File: config.mk
export PLATFORM = sky130hd
export DESIGN_NAME = month_year
export DESIGN_NICKNAME = d
export VERILOG_FILES = /design/src/rtl/month_year.sv
export SDC_FILE = /design/constraint.sdc
export NUM_CORES = 1
export LEC_CHECK = 0
export ABC_AREA = 0
export BUFFER_PORTS_ARGS = -buffer_cell sky130_fd_sc_hd__buf_2
export CELL_PAD_IN_SITES_DETAIL_PLACEMENT = 1
export CELL_PAD_IN_SITES_GLOBAL_PLACEMENT = 1
export CORE_MARGIN = 1.5
export CORE_UTILIZATION = 44
export CTS_BUF_LIST = sky130_fd_sc_hd__clkbuf_16
export CTS_CLUSTER_DIAMETER = 120
export CTS_CLUSTER_SIZE = 10
export DETAILED_ROUTE_END_ITERATION = 7
export GPL_ROUTABILITY_DRIVEN = 0
export PLACE_DENSITY_LB_ADDON = 0.12
export RECOVER_POWER = 100
export SLEW_MARGIN = 20
export SYNTH_ARGS = -nofsm -noshare
export SYNTH_HDL_FRONTEND = slang
export SYNTH_SLANG_ARGS = --single-unit
File: constraint.sdc
create_clock -name clk -period 2.4 [get_ports clk]
set_input_delay 0.24 -clock clk [delete_from_list [all_inputs] [get_ports clk]]
set_output_delay 0.24 -clock clk [all_outputs]
set_load 0.02 [all_outputs]
File: src/rtl/month_year.sv
// Calendar month/year stage fed by the day counter's end_of_month level.
// Advances month 1..12 and a binary year 0..9999, derives the Gregorian
// leap-year flag from modulo trackers, and accepts manual month/year advances.
module month_year #(
    parameter int BASE_YEAR = 2000,
    parameter int YEAR_W    = 14
) (
    input  logic              clk,
    input  logic              reset,
    input  logic              end_of_month,
    input  logic              month_offset,
    input  logic              year_offset,
    output logic [3:0]        month,
    output logic [YEAR_W-1:0] year,
    output logic              leap_year,
    output logic              end_of_year
);

    localparam logic [YEAR_W-1:0] YEAR_INIT = YEAR_W'(BASE_YEAR);
    localparam logic [YEAR_W-1:0] YEAR_MAX  = YEAR_W'(9999);
    localparam logic [1:0]        Y4_INIT   = 2'(BASE_YEAR % 4);
    localparam logic [6:0]        Y100_INIT = 7'(BASE_YEAR % 100);
    localparam logic [8:0]        Y400_INIT = 9'(BASE_YEAR % 400);

    logic       eom_prev;
    logic       mo_prev;
    logic       yr_prev;
    logic       eom_edge;
    logic       mo_edge;
    logic       yr_edge;
    logic       month_evt;
    logic       year_evt;
    logic [1:0] y4;
    logic [6:0] y100;
    logic [8:0] y400;

    assign eom_edge  = end_of_month & ~eom_prev;
    assign mo_edge   = month_offset & ~mo_prev;
    assign yr_edge   = year_offset  & ~yr_prev;
    // A manual month advance can wrap December but never carries into the year.
    assign month_evt = eom_edge | mo_edge;
    assign year_evt  = ((month == 4'd12) & eom_edge) | yr_edge;

    // Leap year from the trackers; valid in the same cycle the year changes.
    assign leap_year = ((y4 == 2'd0) && (y100 != 7'd0)) || (y400 == 9'd0);

    // Edge history, month/year counters, year-rollover flag and modulo trackers.
    always_ff @(posedge clk or posedge reset) begin
        if (reset) begin
            eom_prev    <= 1'b0;
            mo_prev     <= 1'b0;
            yr_prev     <= 1'b0;
            month       <= 4'd1;
            year        <= YEAR_INIT;
            end_of_year <= 1'b0;
            y4          <= Y4_INIT;
            y100        <= Y100_INIT;
            y400        <= Y400_INIT;
        end else begin
            eom_prev <= end_of_month;
            mo_prev  <= month_offset;
            yr_prev  <= year_offset;

            if (month_evt) begin
                if (month == 4'd12) begin
                    month       <= 4'd1;
                    // Only a real December rollover flags end of year.
                    end_of_year <= eom_edge;
                end else begin
                    month       <= month + 4'd1;
                    end_of_year <= 1'b0;
                end
            end

            if (year_evt) begin
                // 10000 is a multiple of 400, so the trackers stay aligned across the wrap.
                year <= (year == YEAR_MAX) ? '0 : year + YEAR_W'(1);
                y4   <= y4 + 2'd1;
                y100 <= (y100 == 7'd99)  ? 7'd0 : y100 + 7'd1;
                y400 <= (y400 == 9'd399) ? 9'd0 : y400 + 9'd1;
            end
        end
    end

endmodule
After elaboration in Yosys (flattened, before gate mapping). Index checks and enable logic that the tools add are counted.

Register bits: 40. Input port bits: 5. Output and inout bits: 20. Word-level logic and storage cells: 37.

Add/subtract/negate cells: 5. Eq/ne operators: 4. Muxes and demuxes: 5. Bitwise operators: 9. Reduce and logical (&&, ||, !) cells: 5.

Operators by type and width (number): adder 14 x 1 -> 14 bit (second input constant) (1); equality test 14 bit (second input constant) (1); two-way mux 14 bit (1); adder 9 x 1 -> 9 bit (second input constant) (1); equality test 9 bit (second input constant) (1); zero test 9 bit (1); two-way mux 9 bit (1); adder 7 x 1 -> 7 bit (second input constant) (1); equality test 7 bit (second input constant) (1); two-way mux 7 bit (1); nonzero test 7 bit (1); adder 4 x 1 -> 4 bit (second input constant) (1); AND 1 bit (4); equality test 4 bit (second input constant) (1); two-way mux 4 bit (1); NOT 1 bit (3); adder 2 x 1 -> 2 bit (second input constant) (1); zero test 2 bit (1); bitwise OR 1 bit (2); logical AND 1 bit (1); logical OR 1 bit (1); two-way mux 1 bit (1).

Longest topological paths before layout.
Word-level depth: 4. Mapped depth: 8. Mapped depth without buffers: 6.

Least setup slack after synthesis. OpenSTA, ideal clock, no wires.

Kind: reg-to-reg. Start: register month[1]. End: register year[5]. Library setup time: 0.125 ns. Arrival: 1.756 ns. Data required time: 2.275 ns. Path slack: 0.519 ns. Stages on the path, launching flop included: 8. Buffers on the path: 1. Clock period less this slack: 1.881 ns. Path through: dfrtp_1 -> inv_1 -> ha_1 -> nand3_1 -> o22a_1 -> buf_2 -> nor3b_1 -> mux2_2.

Cells in the longest elaborated chain, start to end: 3.

Ends and longest elaborated chain: start, declared (RTL line 13) `output logic [3:0] month,`; start signal, assigned (RTL line 70) `month <= month + 4'd1;`; equality test 4 bit (RTL line 42) `assign year_evt = ((month == 4'd12) & eom_edge) | yr_edge;`; AND 1 bit (RTL line 42); bitwise OR 1 bit (RTL line 42); end signal, assigned (RTL line 77) `year <= (year == YEAR_MAX) ? '0 : year + YEAR_W'(1);`; end, declared (RTL line 14) `output logic [YEAR_W-1:0] year,`.

No other way between the ends. A chain may end at the register's enable or synchronous reset.

Final worst setup path.
Start: register month[0]. End: register y400[8].

Cells in the longest elaborated chain, start to end: 3.

Ends and longest elaborated chain: equality test 4 bit (RTL line 42); AND 1 bit (RTL line 42); bitwise OR 1 bit (RTL line 42); end signal, assigned (RTL line 80) `y400 <= (y400 == 9'd399) ? 9'd0 : y400 + 9'd1;`; end, declared (RTL line 35) `logic [8:0] y400;`.

No other way between the ends.

==> key figures <==
GRT
  – Vias in the first global route: 1,880
  – Top Usage Layer GRT: met2
  – Initial antenna violation count: 0
  – Grt total ovfl: 0
  – Met2 Use GR: 41.5%
  – Largest net degree at the start of global routing: 41
  – Met1 GRT Util: 26.6%
  – GRT Total Usage: 22.8%
  – First-pass GRT wire length: 9060 µm
  – Met3 GRT Util: 5.28%

Flow run
  – Max cap viols: 0

Clock tree
  – Worst-path clk slew: 0.06 ns
  – H-tree depth: 2
  – Post_cts resized: 0
  – CTS root buf: clkbuf_16
  – Total CTS buffers: 5
  – Deepest clock path buffer count: 2
  – Skew-Pair Late Insertion Delay: 0.28 ns
  – Setup bufs post-CTS: 0
  – Hold buffer count at CTS: 0
  – # clock sinks: 40
  – TritonCTS clock tree: done

Placement
  – Final HPWL DP: 3890 µm
  – Port-buffer cells: 24

STA
  – Clock Skews: 0.00587 ns
  – Crit share post-route: 91.7%
  – Fmax achieved: 0.454 GHz
  – Fin. Hold Viols: 0
  – Setup tns final: 0 ns
  – Final Setup Violations: 0
  – Max-slew violations: 0
  – RSZ-0062 raised after global routing: no
  – Final min period: 2.20 ns
  – Slew HR: 34.2%
  – Slew @ Worst Pin: 0.988 ns

Synthesis
  – Sequential area share after synthesis: 48.3%
  – Top cells by count, synth: dfrtp_1 (33), o21ai_0 (21), nand2_1 (18)
  – Synthesized flop and latch total: 40
  – Share of the synthesized area in the top cell type: 39.5%
  – Cell with the most instances after synthesis: dfrtp_1
  – Leading post-synthesis cells by cell area: dfrtp_1 (40%), dfstp_2 (8.8%), ha_1 (5.4%), o21ai_0 (5.0%), nand3_1 (3.6%)
  – Number of flops mapped to enable cells by yosys: 0
  – Syn Inst Count: 214
  – Synth warnings: 0
  – Ys async rst share: 100%
  – Avg Cell Area, Syn: 9.76 µm²
  – Top FF cell, synth: dfrtp_1
  – Yosys top cell by area: dfrtp_1
  – Cell Area, Synth: 0.00209 mm²
  – Syn_nets: 228
  – Library cells used by synthesis: 40

Cells and area
  – FF+latch area: 0.00101 mm²
  – Number of fillers in the final layout: 544
  – Area delta synth->final: 13.3%
  – Fraction of layout cells with a size suffix above 1: 9.43%
  – Ant. Diodes: 0
  – Area of the multi-input gates: 975 µm²
  – Final nets: 257

Route
  – Routed len/inst: 17.8 µm
  – # DRC: 0
  – DRT Pass-1 Iters: 4
  – Routed Antenna Nets: 0
  – 1st-iter DRT viols: 77
  – Via count: 1,733
  – Vias/cell: 5.85
  – Overall routed net length: 5260 µm

Critical path
  – Crit-path cells: inv_1, ha_1, nand3_1, o22a_1, buf_4, nor4b_2, mux2i_1
  – Max incr delay on CP: 0.41 ns
  – CP max stage cell: dfstp_1
  – Critical path arrival: 2.39 ns
  – Max FO, Critical Path: 17
  – Worst setup EP type: register
  – Critical Path RT: 2.59 ns
  – Crit path kind: register to register
  – Worst setup SP type: register

Min path
  – Hold/Removal Path Class: input port to register

Floorplan
  – Total die area: 0.00517 mm²
  – Num ports: 25
  – Die Width: 71.9 µm
  – Core ar.: 0.00447 mm²
  – Rows: 24
  – Initial Utilization: 46.7%
  – Die height: 71.9 µm

Run status
  – Status: finished clean

Power and ir drop
  – LEAKAGE: 1.00 nW
  – Pwr Total: 2.43 mW
  – VDD IR max: 0.512 mV
  – PwrDens: 1030 mW/mm²
[cells in the final DEF (no fill, tap or decap), types with 2 or more instances in the layout]
cell and instances:
and3_1 5, inv_1 17, a21oi_1 9, dfstp_1 3, nor2b_1 2, nor4b_1 2
clkbuf_16 5, nand3_1 15, or3_1 4, xor2_1 4, dfrtp_1 33, o2bb2ai_1 2
nand4_2 2, nor4_1 3, clkinv_2 2, mux2i_1 2, nand4_1 7, nor3b_1 2
buf_2 4, nor2_1 8, nor3_1 9, a22o_1 3, ha_1 9, clkbuf_1 22
o21ai_0 23, dfstp_2 4, xnor2_1 6, nand2_1 18, nor4b_2 2
[metrics by stage]
step                cell area [µm²]  util, %  std cells  worst slack, ns  hold WS, ns
global placement               2280     50.9        288            0.367        0.360
global route                   2370     52.9        296           0.0629       0.0740
CTS                            2410     54.0        296            0.158       0.0689
floorplan                      2090        -        214            0.519        0.271
detailed placement             2280     50.9        288            0.195        0.364
finish                         2370     52.9        296            0.200       0.0719
[routing by layer]
layer / vias to the layer above / part of all wire, %
met5: - / 0
met2: 20 / 54
li1: 823 / -
met3: 7 / 2.1
met4: 0 / 1.5
met1: 883 / 42
[registers in the layout, indices dropped and copies added, names as in the netlist]
register     cells
end_of_year      1
eom_prev         1
mo_prev          1
month            4
y100             7
y4               2
y400             9
year            14
yr_prev          1
[kinds of logic after synthesis]
group	synth area share [%]
flip-flops	48.3
XOR/XNOR	4.19
adder cells (fa/ha/maj)	5.39
AO/OA/AOI/OAI	13.3
multiplexers	1.50
AND/OR/NAND/NOR	22.9
buffers and inverters	4.43
[final timing paths]
| check | from | end | slack, ns | depth (start not counted) |
|---|---|---|---|---|
| worst max-delay path | month[0] | y400[8] | 0.20 | 7 |
| worst min-delay path | month_offset | mo_prev | 0.07 | 1 |
| worst max register to register | month[0] | y400[8] | 0.20 | 7 |
| worst min register to register | y4[0] | y4[0] | 0.48 | 1 |
| max in group asynchronous | reset | year[13] | 1.52 | 3 |
| min in group asynchronous | reset | end_of_year | 0.26 | 3 |
[worst max-delay path, delay by kind of cell (launching register included)]
family                   cells  cell delay (ns)
multiplexers                 1             0.25
buffers and inverters        2             0.39
AND/OR/NAND/NOR              2             0.48
adder cells (fa/ha/maj)      1             0.20
flip-flops                   1             0.41
AO/OA/AOI/OAI                1             0.37
[final cells by class]
type / count / share of cell area (%)
repair buffers: 28 / 4.86
multi-input cells: 151 / 41.2
well taps: 52 / 2.75
flip-flops and latches: 40 / 42.7
inverters: 17 / 2.70
clock buffers: 5 / 5.29
clock inverters: 3 / 0.581
[report_power, final]
part | internal, mW | switching, mW
clock network | 0.377 | 0.260
logic | 0.252 | 0.424
registers | 0.862 | 0.253
Note: power is estimated with default switching activity, not from simulation.
